File: src/rtl/gemm_mmio_pkg.sv
`default_nettype none
// ============================================================================
// Module   : gemm_mmio_pkg
// Brief    : Register map, bit indices and FSM state type for the GEMM MMIO slave.
// Revision : 1.0
// ============================================================================
package gemm_mmio_pkg;

  // Byte offsets inside the 32-byte register window
  localparam logic [4:0] C_OFF_CTRL   = 5'h00;
  localparam logic [4:0] C_OFF_STATUS = 5'h04;
  localparam logic [4:0] C_OFF_A_BASE = 5'h08;
  localparam logic [4:0] C_OFF_B_BASE = 5'h0C;
  localparam logic [4:0] C_OFF_C_BASE = 5'h10;
  localparam logic [4:0] C_OFF_DIMS   = 5'h14;
  localparam logic [4:0] C_OFF_CYCLES = 5'h18;
  localparam logic [4:0] C_OFF_RSVD   = 5'h1C;

  localparam int C_CTRL_START  = 0;
  localparam int C_CTRL_IRQ_EN = 1;
  localparam int C_STAT_BUSY   = 0;
  localparam int C_STAT_DONE   = 1;
  localparam int C_STAT_ERR    = 2;

  typedef enum logic [1:0] {
    IDLE   = 2'd0,
    LAUNCH = 2'd1,
    RUN    = 2'd2
  } gemm_state_t;

endpackage
`default_nettype wire

File: src/rtl/gemm_perf_counter.sv
`default_nettype none
// ============================================================================
// Module   : gemm_perf_counter
// Brief    : 32-bit wrapping job-cycle counter with clear priority over enable.
// Revision : 1.0
// ============================================================================
module gemm_perf_counter (
  input  logic        clk,
  input  logic        reset,
  input  logic        clr,
  input  logic        en,
  output logic [31:0] count
);

  logic [31:0] r_count;

  always_ff @(posedge clk) begin
    if (reset) begin
      r_count <= '0;
    end else if (clr) begin
      r_count <= '0;
    end else if (en) begin
      r_count <= r_count + 32'd1;
    end
  end

  assign count = r_count;

endmodule
`default_nettype wire

File: src/rtl/gemm_mmio_slave.sv
`default_nettype none
// ============================================================================
// Module   : gemm_mmio_slave
// Brief    : CPU-facing register window that configures, launches and tracks
//            the GEMM core. Define GEMM_PERF_CNT_EN to add the CYCLES counter.
// Revision : 1.0
// ============================================================================
module gemm_mmio_slave #(
  parameter logic [31:0] BASE_ADDR = 32'h8000_0000,
  parameter int          DIM_W     = 8
) (
  input  logic             clk,
  input  logic             reset,
  input  logic             cpu_req,
  input  logic             cpu_we,
  input  logic [31:0]      cpu_addr,
  input  logic [31:0]      cpu_wdata,
  output logic [31:0]      cpu_rdata,
  output logic             cpu_ack,
  output logic             gemm_start,
  output logic [31:0]      gemm_a_base,
  output logic [31:0]      gemm_b_base,
  output logic [31:0]      gemm_c_base,
  output logic [DIM_W-1:0] gemm_m,
  output logic [DIM_W-1:0] gemm_n,
  output logic [DIM_W-1:0] gemm_k,
  input  logic             gemm_done,
  output logic             irq
);

  import gemm_mmio_pkg::*;

  gemm_state_t      r_state;
  gemm_state_t      w_next;
  logic             r_ack;
  logic [31:0]      r_rdata;
  logic             r_irq_en;
  logic             r_done;
  logic             r_err;
  logic [31:0]      r_a_base;
  logic [31:0]      r_b_base;
  logic [31:0]      r_c_base;
  logic [DIM_W-1:0] r_m;
  logic [DIM_W-1:0] r_n;
  logic [DIM_W-1:0] r_k;

  logic        w_in_win;
  logic        w_accept;
  logic        w_wr;
  logic [4:0]  w_off;
  logic        w_wr_ctrl;
  logic        w_wr_stat;
  logic        w_cfg_wr;
  logic        w_start_req;
  logic        w_busy;
  logic        w_start_idle;
  logic        w_dims_ok;
  logic        w_launch;
  logic        w_done_ok;
  logic        w_err_set;
  logic [31:0] w_rd_mux;
  logic [31:0] w_dims_rd;
  logic [31:0] w_cycles;
  logic        w_unused;

  // A request is taken once; the ack cycle itself never re-accepts
  assign w_in_win = (cpu_addr[31:5] == BASE_ADDR[31:5]);
  assign w_accept = cpu_req & w_in_win & ~r_ack;
  assign w_wr     = w_accept & cpu_we;
  assign w_off    = {cpu_addr[4:2], 2'b00};
  assign w_unused = ^cpu_addr[1:0];

  assign w_wr_ctrl    = w_wr & (w_off == C_OFF_CTRL);
  assign w_wr_stat    = w_wr & (w_off == C_OFF_STATUS);
  assign w_cfg_wr     = w_wr & ((w_off == C_OFF_A_BASE) | (w_off == C_OFF_B_BASE) |
                                (w_off == C_OFF_C_BASE) | (w_off == C_OFF_DIMS));
  assign w_start_req  = w_wr_ctrl & cpu_wdata[C_CTRL_START];
  assign w_busy       = (r_state != IDLE);
  assign w_start_idle = w_start_req & ~w_busy;
  assign w_dims_ok    = (|r_m) & (|r_n) & (|r_k);
  assign w_launch     = w_start_idle & w_dims_ok;
  assign w_done_ok    = gemm_done & (r_state == RUN);

  assign w_err_set = (w_start_idle & ~w_dims_ok)
                   | (w_busy & (w_start_req | w_cfg_wr))
                   | (gemm_done & (r_state != RUN));

  always_comb begin
    w_next = r_state;
    case (r_state)
      IDLE:    if (w_launch) w_next = LAUNCH;
      LAUNCH:  w_next = RUN;
      RUN:     if (gemm_done) w_next = IDLE;
      default: w_next = IDLE;
    endcase
  end

  always_ff @(posedge clk) begin
    if (reset) begin
      r_state <= IDLE;
    end else begin
      r_state <= w_next;
    end
  end

  always_comb begin
    w_dims_rd = '0;
    w_dims_rd[DIM_W-1:0]         = r_m;
    w_dims_rd[2*DIM_W-1:DIM_W]   = r_n;
    w_dims_rd[3*DIM_W-1:2*DIM_W] = r_k;
  end

  always_comb begin
    w_rd_mux = '0;
    case (w_off)
      C_OFF_CTRL:   w_rd_mux[C_CTRL_IRQ_EN] = r_irq_en;
      C_OFF_STATUS: w_rd_mux[2:0] = {r_err, r_done, w_busy};
      C_OFF_A_BASE: w_rd_mux = r_a_base;
      C_OFF_B_BASE: w_rd_mux = r_b_base;
      C_OFF_C_BASE: w_rd_mux = r_c_base;
      C_OFF_DIMS:   w_rd_mux = w_dims_rd;
      C_OFF_CYCLES: w_rd_mux = w_cycles;
      default:      w_rd_mux = '0;
    endcase
  end

  always_ff @(posedge clk) begin
    if (reset) begin
      r_ack    <= 1'b0;
      r_rdata  <= '0;
      r_irq_en <= 1'b0;
      r_done   <= 1'b0;
      r_err    <= 1'b0;
      r_a_base <= '0;
      r_b_base <= '0;
      r_c_base <= '0;
      r_m      <= '0;
      r_n      <= '0;
      r_k      <= '0;
    end else begin
      r_ack   <= w_accept;
      r_rdata <= (w_accept & ~cpu_we) ? w_rd_mux : '0;

      // A start write rejected while busy drops the whole CTRL write
      if (w_wr_ctrl & ~(w_busy & w_start_req)) begin
        r_irq_en <= cpu_wdata[C_CTRL_IRQ_EN];
      end

      if (w_cfg_wr & ~w_busy) begin
        case (w_off)
          C_OFF_A_BASE: r_a_base <= cpu_wdata;
          C_OFF_B_BASE: r_b_base <= cpu_wdata;
          C_OFF_C_BASE: r_c_base <= cpu_wdata;
          default: begin
            r_m <= cpu_wdata[DIM_W-1:0];
            r_n <= cpu_wdata[2*DIM_W-1:DIM_W];
            r_k <= cpu_wdata[3*DIM_W-1:2*DIM_W];
          end
        endcase
      end

      // Status set events take priority over same-cycle clears
      if (w_done_ok) begin
        r_done <= 1'b1;
      end else if (w_start_idle | (w_wr_stat & cpu_wdata[C_STAT_DONE])) begin
        r_done <= 1'b0;
      end

      if (w_err_set) begin
        r_err <= 1'b1;
      end else if (w_wr_stat & cpu_wdata[C_STAT_ERR]) begin
        r_err <= 1'b0;
      end
    end
  end

`ifdef GEMM_PERF_CNT_EN
  gemm_perf_counter u_perf_counter (
    .clk   (clk),
    .reset (reset),
    .clr   (r_state == LAUNCH),
    .en    (r_state == RUN),
    .count (w_cycles)
  );
`else
  assign w_cycles = '0;
`endif

  assign cpu_ack     = r_ack;
  assign cpu_rdata   = r_rdata;
  assign gemm_start  = (r_state == LAUNCH);
  assign gemm_a_base = r_a_base;
  assign gemm_b_base = r_b_base;
  assign gemm_c_base = r_c_base;
  assign gemm_m      = r_m;
  assign gemm_n      = r_n;
  assign gemm_k      = r_k;
  assign irq         = r_done & r_irq_en;

endmodule
`default_nettype wire

File: config.mk
export PLATFORM = sky130hd
export DESIGN_NAME = gemm_mmio_slave
export DESIGN_NICKNAME = d
export VERILOG_FILES = /design/src/rtl/gemm_mmio_pkg.sv /design/src/rtl/gemm_perf_counter.sv /design/src/rtl/gemm_mmio_slave.sv
export SDC_FILE = /design/constraint.sdc
export NUM_CORES = 1
export LEC_CHECK = 0
export CORE_MARGIN = 3
export CORE_UTILIZATION = 50
export DETAILED_ROUTE_END_ITERATION = 6
export DONT_BUFFER_PORTS = 1
export HOLD_SLACK_MARGIN = 0.1
export MAX_ROUTING_LAYER = met4
export PLACE_DENSITY = 0.65
export REMOVE_ABC_BUFFERS = 1
export SLEW_MARGIN = 10
export SYNTH_ARGS = -nofsm -noshare
export SYNTH_HDL_FRONTEND = slang
export SYNTH_HIERARCHICAL = 1
export SYNTH_SLANG_ARGS = --single-unit
File: constraint.sdc
create_clock -name clk -period 2.1 [get_ports clk]
set_clock_uncertainty 0.05 [all_clocks]
set_input_delay 0.42 -clock clk [delete_from_list [all_inputs] [get_ports clk]]
set_output_delay 0.42 -clock clk [all_outputs]
set_load 0.1 [all_outputs]
======== Word-level counts from Yosys, hierarchy flattened ========
Cells that the tools add are included.
cells by class
  reduce and logical (&&, ||, !) cells .... 15
  equal/unequal tests ..................... 11
  muxes and demuxes ....................... 11
  bitwise operators ....................... 36
operators with widths
  kind                                                  count
  one-hot mux 29 bit (4 select lines)                   1
  equality test 27 bit (second input constant)          1
  OR reduction 8 bit                                    3
  AND 1 bit                                             22
  one-hot mux 1 bit (5 select lines)                    2
  AND reduction 2 bit                                   5
  NOT 1 bit                                             7
  bitwise OR 1 bit                                      7
  equality test 3 x 2 -> 1 bit (second input constant)  2
  equality test 3 bit (second input constant)           2
  inequality test 2 bit (second input constant)         3
  one-hot mux 1 bit (6 select lines)                    1
  one-hot mux 2 bit (3 select lines)                    1
  nonzero test 2 bit                                    3
  zero test 5 bit                                       1
  2-to-1 mux 1 bit                                      4
  2-to-1 mux 2 bit                                      2
  equality test 3 x 1 -> 1 bit (second input constant)  1
  OR reduction 3 bit                                    1
  equality test 2 x 1 -> 1 bit (second input constant)  1
  equality test 2 bit (second input constant)           1
  zero test 2 bit                                       1
  OR reduction 2 bit                                    1
storage, ports and cells
  bits in registers ....................... 158
  word-level logic and storage cells ...... 85
  input bits .............................. 69

======== Logic depth before layout (Yosys ltp) ========
Gate-level depths: netlist of run 1.
  depth in word-level cells ............... 11
  gate-level depth with buffers ........... 8
  mapped depth without buffers ............ 5

======== Least setup slack after synthesis of run 1 ========
No wires, ideal clock.
  kind .................................... flip-flop to flip-flop
  start ................................... register r_ack, in the netlist cpu_ack
  end ..................................... register r_c_base[3], in the netlist gemm_c_base[3]
  data arrival time ....................... 2.170 ns
  stages on the path, launching flop included .. 7
  setup slack ............................. -0.247 ns
  setup time .............................. 0.128 ns
  required time ........................... 1.922 ns
  period minus slack after synthesis ...... 2.347 ns
  path buffers ............................ 1
  cell sequence ........................... dfxtp_1 -> nor4_2 -> nand4_4 -> nor4b_4 -> buf_6 -> mux2i_1 -> nor2_1
between the ends
  longest elaborated chain between the ends .. 6
RTL lines
  what                           line                    text
  start, declared                gemm_mmio_slave.sv:35   logic r_ack;
  start signal, assigned         gemm_mmio_slave.sv:141  r_ack <= w_accept;
  NOT 1 bit                      gemm_mmio_slave.sv:68   assign w_accept = cpu_req & w_in_win & ~r_ack;
  AND 1 bit                      gemm_mmio_slave.sv:68
  AND 1 bit                      gemm_mmio_slave.sv:69   assign w_wr = w_accept & cpu_we;
  AND 1 bit                      gemm_mmio_slave.sv:75   assign w_cfg_wr = w_wr & ((w_off == C_OFF_A_BASE) | (w_off == C_OFF_B_BASE) |
  AND 1 bit                      gemm_mmio_slave.sv:149  if (w_cfg_wr & ~w_busy) begin
  AND reduction 2 bit (no line)  n/a
  end signal, assigned           gemm_mmio_slave.sv:153  C_OFF_C_BASE: r_c_base <= cpu_wdata;
  end, declared                  gemm_mmio_slave.sv:42   logic [31:0] r_c_base;
Every way passes these cells.
A chain may end at the register's enable or synchronous reset.

======== Worst setup path after layout of run 1 ========
  start ................................... register r_ack, in the netlist cpu_ack
  end ..................................... register r_a_base[24], in the netlist gemm_a_base[24]
between the ends
  longest elaborated chain between the ends .. 6
RTL lines
  what                           line                    text
  NOT 1 bit                      gemm_mmio_slave.sv:68
  AND 1 bit                      gemm_mmio_slave.sv:68
  AND 1 bit                      gemm_mmio_slave.sv:69
  AND 1 bit                      gemm_mmio_slave.sv:75
  AND 1 bit                      gemm_mmio_slave.sv:149
  AND reduction 2 bit (no line)  n/a
  end signal, assigned           gemm_mmio_slave.sv:151  C_OFF_A_BASE: r_a_base <= cpu_wdata;
  end, declared                  gemm_mmio_slave.sv:40   logic [31:0] r_a_base;
Every way passes these cells.

==> report_table.html, run 1 <==
<table>
<tr><th>Metric</th><th>Value</th></tr>
<tr><th colspan="2">Placed design</th></tr>
<tr><td>Sum of net half-perimeters after detailed placement</td><td>12.3 mm</td></tr>
<tr><td>Routability congestion estimate from global placement</td><td>0.835</td></tr>
<tr><td>Post-Place Setup Slack</td><td>-0.178 ns</td></tr>
<tr><td>Cell area after placement</td><td>7720 µm²</td></tr>
<tr><td>Count of buffers inserted at the top-level ports</td><td>0</td></tr>
<tr><th colspan="2">Logic synthesis</th></tr>
<tr><td>Largest cells by area after synthesis</td><td>dfxtp_1, mux2i_1, nor2_1</td></tr>
<tr><td>Proportion of netlist area held by the largest area contributor</td><td>49.9%</td></tr>
<tr><td>Distinct cells, synth</td><td>38</td></tr>
<tr><td>Primary FF master, synth</td><td>dfxtp_1</td></tr>
<tr><td>Number of standard cells after synthesis</td><td>620</td></tr>
<tr><td>Fraction of registers with async set or reset after synthesis</td><td>0%</td></tr>
<tr><td>Top post-synthesis cells by count</td><td>dfxtp_1, nor2_1, mux2i_1, a22oi_1, a21oi_1</td></tr>
<tr><td>EDFF count, synth</td><td>0</td></tr>
<tr><td>Number of storage elements in the synthesis netlist</td><td>158</td></tr>
<tr><td>Average cell area after synthesis</td><td>10.2 µm²</td></tr>
<tr><td>Mapped cell area</td><td>6340 µm²</td></tr>
<tr><td>Count of synthesis-stage warnings from yosys</td><td>6</td></tr>
<tr><td>Seq/Total Area, Yosys</td><td>49.9%</td></tr>
<tr><td>Most instantiated library cell after synthesis</td><td>dfxtp_1</td></tr>
<tr><td>Post-synth top area cell</td><td>dfxtp_1</td></tr>
<tr><th colspan="2">Timing</th></tr>
<tr><td>Worst rel slew slack</td><td>70.0%</td></tr>
<tr><td>Maximum operating frequency</td><td>498 MHz</td></tr>
<tr><td>Final-report setup violation count</td><td>0</td></tr>
<tr><td>Unrepaired setup endpoints after global routing</td><td>no</td></tr>
<tr><td>Period minus WS final</td><td>2.01 ns</td></tr>
<tr><td>Fin crit share</td><td>95.6%</td></tr>
<tr><td>Slew Viols, Final</td><td>0</td></tr>
<tr><td>Setup WS post-layout</td><td>0.0930 ns</td></tr>
<tr><td>Count of endpoints failing hold in the final timing report</td><td>0</td></tr>
<tr><td>Transition at the pin with the smallest max-transition slack</td><td>0.450 ns</td></tr>
<tr><th colspan="2">Clock tree</th></tr>
<tr><td>Clock slew at reported path FFs</td><td>0.06 ns</td></tr>
<tr><td>CTS tree</td><td>built</td></tr>
<tr><td># H-tree levels</td><td>4</td></tr>
<tr><td>Total clock sinks</td><td>158</td></tr>
<tr><td>Clock latency at the later pin of the worst-skew pair</td><td>0.42 ns</td></tr>
<tr><td>CTS buffer count</td><td>17</td></tr>
<tr><td>Cts hold-fix bufs</td><td>1</td></tr>
<tr><td>Maximum buffer depth of the clock tree</td><td>2</td></tr>
<tr><td>Post-CTS Setup Repair Bufs</td><td>0</td></tr>
<tr><td>Root Driver</td><td>clkbuf_16</td></tr>
<tr><th colspan="2">Final layout</th></tr>
<tr><td>N_diodes</td><td>0</td></tr>
<tr><td>Layout cells sized above 1</td><td>28.7%</td></tr>
<tr><td>Area growth syn-to-layout</td><td>31.1%</td></tr>
<tr><td>Cell area after layout</td><td>8310 µm²</td></tr>
<tr><td>Count of nets after finishing</td><td>844</td></tr>
<tr><th colspan="2">Global route</th></tr>
<tr><td>Largest net degree at the start of global routing</td><td>129</td></tr>
<tr><td>Vias in the first global route</td><td>5257</td></tr>
<tr><td>Total grt overflow</td><td>0</td></tr>
<tr><td>Number of antenna violations at the first check in global routing</td><td>0</td></tr>
<tr><td>First-pass GRT wire length</td><td>28.8 mm</td></tr>
<tr><td>Overall fraction of global-route tracks in use</td><td>26.4%</td></tr>
<tr><th colspan="2">Setup path</th></tr>
<tr><td>Cell chain of the critical path</td><td>nor4_2 -&gt; nand4_4 -&gt; nor4b_4 -&gt; buf_4 -&gt; mux2i_1 -&gt; nor2_1</td></tr>
<tr><td>Endpoint class of the critical path</td><td>flip-flop</td></tr>
<tr><td>WP data required</td><td>2.36 ns</td></tr>
<tr><td>Startpoint class of the critical path</td><td>flip-flop</td></tr>
<tr><td>CP peak stage delay</td><td>0.41 ns</td></tr>
<tr><td>Reg-to-reg critical path startpoint</td><td>cpu_ack</td></tr>
<tr><td>Worst-case register-to-register setup slack</td><td>0.09 ns</td></tr>
<tr><td>Worst Path Max Fanout</td><td>10</td></tr>
<tr><td>R2R Path End</td><td>gemm_a_base[24]</td></tr>
<tr><td>Arrival time of data at the critical path endpoint</td><td>2.27 ns</td></tr>
<tr><td>Register-to-Register Path Depth</td><td>6</td></tr>
<tr><td>Worst path slowest cell</td><td>nor4b_4</td></tr>
<tr><td>Worst Path Class, Setup</td><td>flip-flop to flip-flop</td></tr>
<tr><th colspan="2">Power and ir drop</th></tr>
<tr><td>Switching part of the total</td><td>19.7%</td></tr>
<tr><td>Internal power</td><td>4850 µW</td></tr>
<tr><td>Power Total</td><td>6050 µW</td></tr>
<tr><td>Share of power burned in the clock network</td><td>48.9%</td></tr>
<tr><td>Power per standard cell area</td><td>727 nW/µm²</td></tr>
<tr><td>Sw Pwr</td><td>1190 µW</td></tr>
<tr><td>Relative contribution of combinational cells to total power</td><td>1.5%</td></tr>
<tr><td>Maximum ir drop on the vdd rail</td><td>0.532 mV</td></tr>
<tr><td>Seq pwr share</td><td>49.6%</td></tr>
<tr><td>Leakage power</td><td>0.00319 µW</td></tr>
<tr><th colspan="2">Die</th></tr>
<tr><td>Top-Level Pins</td><td>224</td></tr>
<tr><td>Total number of placement rows</td><td>40</td></tr>
<tr><td>Die outline width</td><td>119 µm</td></tr>
<tr><td>Die Y-Extent</td><td>119 µm</td></tr>
<tr><td>Area of the core</td><td>12200 µm²</td></tr>
<tr><td>Die outline area</td><td>14100 µm²</td></tr>
<tr><td>Initial Util</td><td>51.9%</td></tr>
<tr><th colspan="2">Job</th></tr>
<tr><td>Max-capacitance violation count</td><td>0</td></tr>
<tr><th colspan="2">Detailed routing</th></tr>
<tr><td>Vias after detailed routing</td><td>5237</td></tr>
<tr><td>Number of iterations in the first detailed-routing pass</td><td>5</td></tr>
<tr><td>Routed WL</td><td>18.0 mm</td></tr>
<tr><td>Per-cell via count in the routed design</td><td>5.48</td></tr>
<tr><td>ANT nets after route</td><td>0</td></tr>
<tr><td>Initial detailed-routing violation count</td><td>454</td></tr>
<tr><td>Post-detailed-route wirelength per cell</td><td>18.8 µm</td></tr>
<tr><td>DRC Markers</td><td>0</td></tr>
<tr><th colspan="2">Min path</th></tr>
<tr><td>Worst hold endpoint</td><td>gemm_c_base[22]</td></tr>
<tr><td>Worst hold stages</td><td>1</td></tr>
<tr><td>Hold/Removal Path Class</td><td>input port to flip-flop</td></tr>
<tr><td>Hold path startpoint</td><td>reset</td></tr>
<tr><th colspan="2">Run status</th></tr>
<tr><td>Status</td><td>completed</td></tr>
</table>
==> cell type report <==
| class | count | area (µm²) |
|---|---|---|
| inverter | 3 | 11.3 |
| clock buffer | 28 | 527 |
| clock inverter | 4 | 48.8 |
| timing repair buffer | 179 | 1410 |
| fill | 984 | 3900 |
| sequential | 158 | 3160 |
| tap | 168 | 210 |
| multi-input combinational | 416 | 2940 |
==> routing by layer <==
metal	vias up	global-route usage, %	wire length, µm
met1	2496	30.3	7050
met5	-	-	0
met3	28	8.80	1580
met2	228	43.3	9050
li1	2485	-	-
met4	0	9.27	308
==> how the worst max path moves through the flow <==
stage                     slack, ns    startpoint         endpoint  cells past startpoint
after global placement        -0.10  cpu_addr[21]   gemm_a_base[7]                      6
after floorplan               -2.21   cpu_addr[3]  gemm_c_base[10]                      4
after detailed placement      -0.18  cpu_addr[21]  gemm_a_base[24]                      6
after global routing         0.0003    r_state[1]  gemm_a_base[23]                      6
after CTS                      0.04       cpu_ack  gemm_a_base[24]                      6
final                          0.09       cpu_ack  gemm_a_base[24]                      6
==> worst max-delay path, delay by kind of cell (launching register included) <==
| kind | cells | cell delay, ns |
|---|---|---|
| buffers and inverters | 1 | 0.31 |
| DFF | 1 | 0.32 |
| muxes | 1 | 0.25 |
| and+or+nand+nor | 4 | 0.97 |
==> stage by stage <==
step	TNS [ns]	std cells	utilization [%]	hold WS [ns]
after detailed placement	-6.03	923	63.2	0.442
after global routing	0	956	68.1	0.00821
after floorplan	-213.84	577	-	0.405
final	0	956	68.1	0.0266
after CTS	0	956	68.0	0.0129
after global placement	-3.24	923	63.2	0.433
==> power by group through the flow <==
stage	clock [µW]	sequential, µW	combinational [µW]
6_report	2960	3000	87.7
5_1_grt	3160	3000	92.6
4_1_cts	3000	3000	86.7
3_5_place_dp	0	3070	86.4
3_3_place_gp	0	3070	85.1
2_1_floorplan	0	3070	55.5
==> flip-flops by register name, summed over array words and instances, names as in the netlist <==
name	flops
cpu_rdata	32
gemm_k	8
r_irq_en	1
cpu_ack	1
r_err	1
gemm_c_base	32
r_state	2
gemm_b_base	32
gemm_m	8
gemm_n	8
gemm_a_base	32
r_done	1
==> logic make-up (layout without fill, tap and decap cells) <==
group	count (synthesis)	count (layout)	synth area share [%]
muxes	133	133	21.2
DFF	158	158	49.9
AOI/OAI and AO/OA	85	85	8.80
and+or+nand+nor	198	198	15.9
buffers and inverters	46	214	4.14
==> repair_timing <==
| item | in CTS | in global routing |
|---|---|---|
| gates resized for setup | 0 | 2 |
| hold endpoints to repair | 125 | 124 |
| setup endpoints to repair | 0 | 17 |
==> placed cells by master (no fill, tap or decap), types with 4 or more instances in the layout <==
| master | n |
|---|---|
| nor4_1 | 7 |
| a22oi_1 | 42 |
| nor2_1 | 143 |
| clkbuf_1 | 5 |
| nor2b_1 | 6 |
| mux2i_1 | 131 |
| nand2_1 | 7 |
| nand3_1 | 4 |
| buf_12 | 5 |
| o21ai_0 | 5 |
| buf_4 | 172 |
| dfxtp_1 | 158 |
| nor4_2 | 4 |
| a21oi_1 | 30 |
| clkbuf_8 | 6 |
| nor4_4 | 4 |
| clkbuf_16 | 17 |
No activity file was read; power rests on OpenSTA's default activity.
==> run 2: changes to the inputs <==
CAP_MARGIN = 30   (was unset)
CTS_CLUSTER_DIAMETER = 80   (was unset)
GPL_ROUTABILITY_DRIVEN = 0   (was unset)
==> results of run 2 <==
No change in the layout: final DEF, timing and power equal those of run 1.
==> run 3: changes to the inputs <==
CORE_MARGIN = 1.5   (was 3)
==> run 3 against run 2 <==
Compared with the run above: first-iteration DRC count is 22% lower; via count rose by 1.9%; cell area is 0.71% higher; register-to-register slack worse by 0.02 ns; power rose by 3.3%; cell count increased by 0.21%; count of clock-buffer cells in the layout fell by 8; combinational power is 1% lower; critical path depth did not move; largest cell class unchanged; highest routed layer unchanged.
==> report_table.html, run 3 (synthesis gave the netlist of run 1 again) <==
<table>
<tr><th>Metric</th><th>Value</th></tr>
<tr><th colspan="2">Setup path</th></tr>
<tr><td>R2R Path End</td><td>cpu_ack (was gemm_a_base[24])</td></tr>
<tr><td>Register-to-Register Path Depth</td><td>6 (unchanged)</td></tr>
<tr><td>Worst Path Class, Setup</td><td>flip-flop to flip-flop (unchanged)</td></tr>
<tr><td>Reg-to-reg critical path startpoint</td><td>cpu_ack (unchanged)</td></tr>
<tr><td>Cell chain of the critical path</td><td>nor4_2 -&gt; nand4_4 -&gt; buf_4 -&gt; or2_1 -&gt; nor2_1 -&gt; dlygate4sd3_1 (was nor4_2 -&gt; nand4_4 -&gt; nor4b_4 -&gt; buf_4 -&gt; mux2i_1 -&gt; nor2_1)</td></tr>
<tr><td>Arrival time of data at the critical path endpoint</td><td>2.34 ns (was 2.27 ns)</td></tr>
<tr><td>Worst Path Max Fanout</td><td>5 (was 10)</td></tr>
<tr><td>Worst-case register-to-register setup slack</td><td>0.07 ns (was 0.09 ns)</td></tr>
<tr><td>Worst path slowest cell</td><td>dlygate4sd3_1 (was nor4b_4)</td></tr>
<tr><td>Startpoint class of the critical path</td><td>flip-flop (unchanged)</td></tr>
<tr><td>CP peak stage delay</td><td>0.54 ns (was 0.41 ns)</td></tr>
<tr><td>Endpoint class of the critical path</td><td>flip-flop (unchanged)</td></tr>
<tr><td>WP data required</td><td>2.41 ns (was 2.36 ns)</td></tr>
<tr><th colspan="2">Detailed routing</th></tr>
<tr><td>Number of iterations in the first detailed-routing pass</td><td>6 (was 5)</td></tr>
<tr><td>ANT nets after route</td><td>0 (unchanged)</td></tr>
<tr><td>Routed WL</td><td>18.2 mm (was 18.0 mm)</td></tr>
<tr><td>Post-detailed-route wirelength per cell</td><td>19.0 µm (was 18.8 µm)</td></tr>
<tr><td>Per-cell via count in the routed design</td><td>5.57 (was 5.48)</td></tr>
<tr><td>DRC Markers</td><td>0 (unchanged)</td></tr>
<tr><td>Initial detailed-routing violation count</td><td>354 (was 454)</td></tr>
<tr><td>Vias after detailed routing</td><td>5338 (was 5237)</td></tr>
<tr><th colspan="2">Min path</th></tr>
<tr><td>Worst hold endpoint</td><td>gemm_b_base[19] (was gemm_c_base[22])</td></tr>
<tr><td>Hold/Removal Path Class</td><td>input port to flip-flop (unchanged)</td></tr>
<tr><td>Hold path startpoint</td><td>reset (unchanged)</td></tr>
<tr><td>Worst hold stages</td><td>1 (unchanged)</td></tr>
<tr><th colspan="2">Final layout</th></tr>
<tr><td>Most frequent cells in the layout</td><td>buf_4, dfxtp_1, nor2_1, mux2i_1, a22oi_1 (unchanged)</td></tr>
<tr><td>Area growth syn-to-layout</td><td>32.0% (was 31.1%)</td></tr>
<tr><td>Count of nets after finishing</td><td>846 (was 844)</td></tr>
<tr><td>Number of fill cells</td><td>966 (was 984)</td></tr>
<tr><td>Layout cells sized above 1</td><td>29.2% (was 28.7%)</td></tr>
<tr><td>N_diodes</td><td>0 (unchanged)</td></tr>
<tr><td>Leading cell type in the layout, fill and taps excluded</td><td>buf_4 (unchanged)</td></tr>
<tr><th colspan="2">Timing</th></tr>
<tr><td>Final-report setup violation count</td><td>0 (unchanged)</td></tr>
<tr><td>Fin crit share</td><td>96.6% (was 95.6%)</td></tr>
<tr><td>Transition at the pin with the smallest max-transition slack</td><td>0.454 ns (was 0.450 ns)</td></tr>
<tr><td>Count of endpoints failing hold in the final timing report</td><td>0 (unchanged)</td></tr>
<tr><td>Period minus WS final</td><td>2.03 ns (was 2.01 ns)</td></tr>
<tr><td>Sum Neg Setup Slack</td><td>0 ns (unchanged)</td></tr>
<tr><td>Slew Viols, Final</td><td>0 (unchanged)</td></tr>
<tr><td>Maximum operating frequency</td><td>493 MHz (was 498 MHz)</td></tr>
<tr><td>Worst rel slew slack</td><td>69.4% (was 70.0%)</td></tr>
<tr><td>Unrepaired setup endpoints after global routing</td><td>no (unchanged)</td></tr>
<tr><th colspan="2">Placed design</th></tr>
<tr><td>Sum of net half-perimeters after detailed placement</td><td>12.3 mm (about the same)</td></tr>
<tr><td>Count of buffers inserted at the top-level ports</td><td>0 (unchanged)</td></tr>
<tr><th colspan="2">Clock tree</th></tr>
<tr><td>Cts hold-fix bufs</td><td>2 (was 1)</td></tr>
<tr><td>Root Driver</td><td>clkbuf_16 (unchanged)</td></tr>
<tr><td>Total clock sinks</td><td>158 (unchanged)</td></tr>
<tr><td>Clock latency at the later pin of the worst-skew pair</td><td>0.43 ns (was 0.42 ns)</td></tr>
<tr><td>CTS buffer count</td><td>17 (unchanged)</td></tr>
<tr><td>Clock slew at reported path FFs</td><td>0.06 ns (about the same)</td></tr>
<tr><td>Post-CTS Setup Repair Bufs</td><td>0 (unchanged)</td></tr>
<tr><td># H-tree levels</td><td>4 (unchanged)</td></tr>
<tr><td>CTS tree</td><td>built (unchanged)</td></tr>
<tr><td>Maximum buffer depth of the clock tree</td><td>2 (unchanged)</td></tr>
<tr><th colspan="2">Die</th></tr>
<tr><td>Die outline area</td><td>13400 µm² (was 14100 µm²)</td></tr>
<tr><td>Top-Level Pins</td><td>224 (unchanged)</td></tr>
<tr><td>Die Y-Extent</td><td>116 µm (was 119 µm)</td></tr>
<tr><td>Area of the core</td><td>12200 µm² (unchanged)</td></tr>
<tr><td>Total number of placement rows</td><td>40 (unchanged)</td></tr>
<tr><td>Die outline width</td><td>116 µm (was 119 µm)</td></tr>
<tr><td>Initial Util</td><td>51.9% (unchanged)</td></tr>
<tr><th colspan="2">Global route</th></tr>
<tr><td>Number of antenna violations at the first check in global routing</td><td>0 (unchanged)</td></tr>
<tr><td>Total grt overflow</td><td>0 (unchanged)</td></tr>
<tr><td>Vias in the first global route</td><td>5419 (was 5257)</td></tr>
<tr><td>Overall fraction of global-route tracks in use</td><td>27.9% (was 26.4%)</td></tr>
<tr><td>First-pass GRT wire length</td><td>27.4 mm (was 28.8 mm)</td></tr>
<tr><td>Largest net degree at the start of global routing</td><td>129 (unchanged)</td></tr>
<tr><th colspan="2">Job</th></tr>
<tr><td>Max-capacitance violation count</td><td>0 (unchanged)</td></tr>
<tr><th colspan="2">Power and ir drop</th></tr>
<tr><td>Power per standard cell area</td><td>746 nW/µm² (was 727 nW/µm²)</td></tr>
<tr><td>Leakage power</td><td>0.00321 µW (was 0.00319 µW)</td></tr>
<tr><td>Maximum ir drop on the vdd rail</td><td>0.557 mV (was 0.532 mV)</td></tr>
<tr><td>Power Total</td><td>6240 µW (was 6050 µW)</td></tr>
<tr><th colspan="2">Run status</th></tr>
<tr><td>Status</td><td>completed (unchanged)</td></tr>
</table>
run 3: changes by cell type in the layout (fill, tap and decap cells not counted), sizes merged:
cell | previous run | this run
bufinv | 1 | 3
inv | 4 | 6
buf | 178 | 179
clkinvlp | 0 | 4
clkbuf | 28 | 20
dlygate4sd3 | 1 | 2
run 3: area by class of cell:
cell class	count	area (µm²)	area share, %
Timing Repair Buffer	181	1430	17.1
Tap cell	168	210	2.51
Clock buffer	20	457	5.46
Sequential cell	158	3160	37.8
Multi-Input combinational cell	416	2940	35.1
Inverter	3	11.3	0.135
Clock inverter	12	156	1.87
run 3: worst max-delay path by stage:
stage,from,to,slack [ns],cells after the start
floorplan,cpu_addr[3],gemm_c_base[10],-2.21,4
global placement,cpu_addr[21],gemm_a_base[24],-0.08,6
detailed placement,cpu_addr[21],gemm_a_base[30],-0.18,6
CTS,cpu_ack,gemm_a_base[30],0.05,6
global route,cpu_ack,r_done,0.01,6
finish,cpu_ack,cpu_ack,0.07,6
run 3: timing repair:
item	CTS	global route
endpoints found under the setup margin	0	14
resized for setup	0	3
hold endpoints to repair	125	123
run 3: metal layers:
metal	GRT usage (%)	up-vias	wire length, µm
met2	48.0	233	9300
met4	12.1	0	435
li1	-	2485	-
met5	-	-	0
met1	29.3	2579	7000
met3	8.94	41	1480
run 3: worst max-delay path, delay by kind of cell (launching register included):
family                 cells  cell delay (ns)
AND/OR/NAND/NOR            4             0.83
buffers and inverters      2             0.77
flip-flops                 1             0.32
run 3: through the flow:
stage	util (%)	setup slack, ns	hold WS (ns)	instances	cell area (µm²)
CTS	68.5	0.0502	0.00467	958	8360
global route	68.5	0.0124	0.000531	958	8370
floorplan	-	-2.21	0.405	577	6090
finish	68.5	0.0706	0.0102	958	8370
detailed placement	63.3	-0.176	0.429	924	7730
global placement	63.3	-0.0819	0.424	924	7730
run 3: where the power goes:
part	leakage [µW]	internal (µW)	switching (µW)
Sequential	0.00127	3000	0.904
Combinational	0.00164	33.4	53.3
Clock	0.000289	1940	1220
Total	0.00321	4970	1280
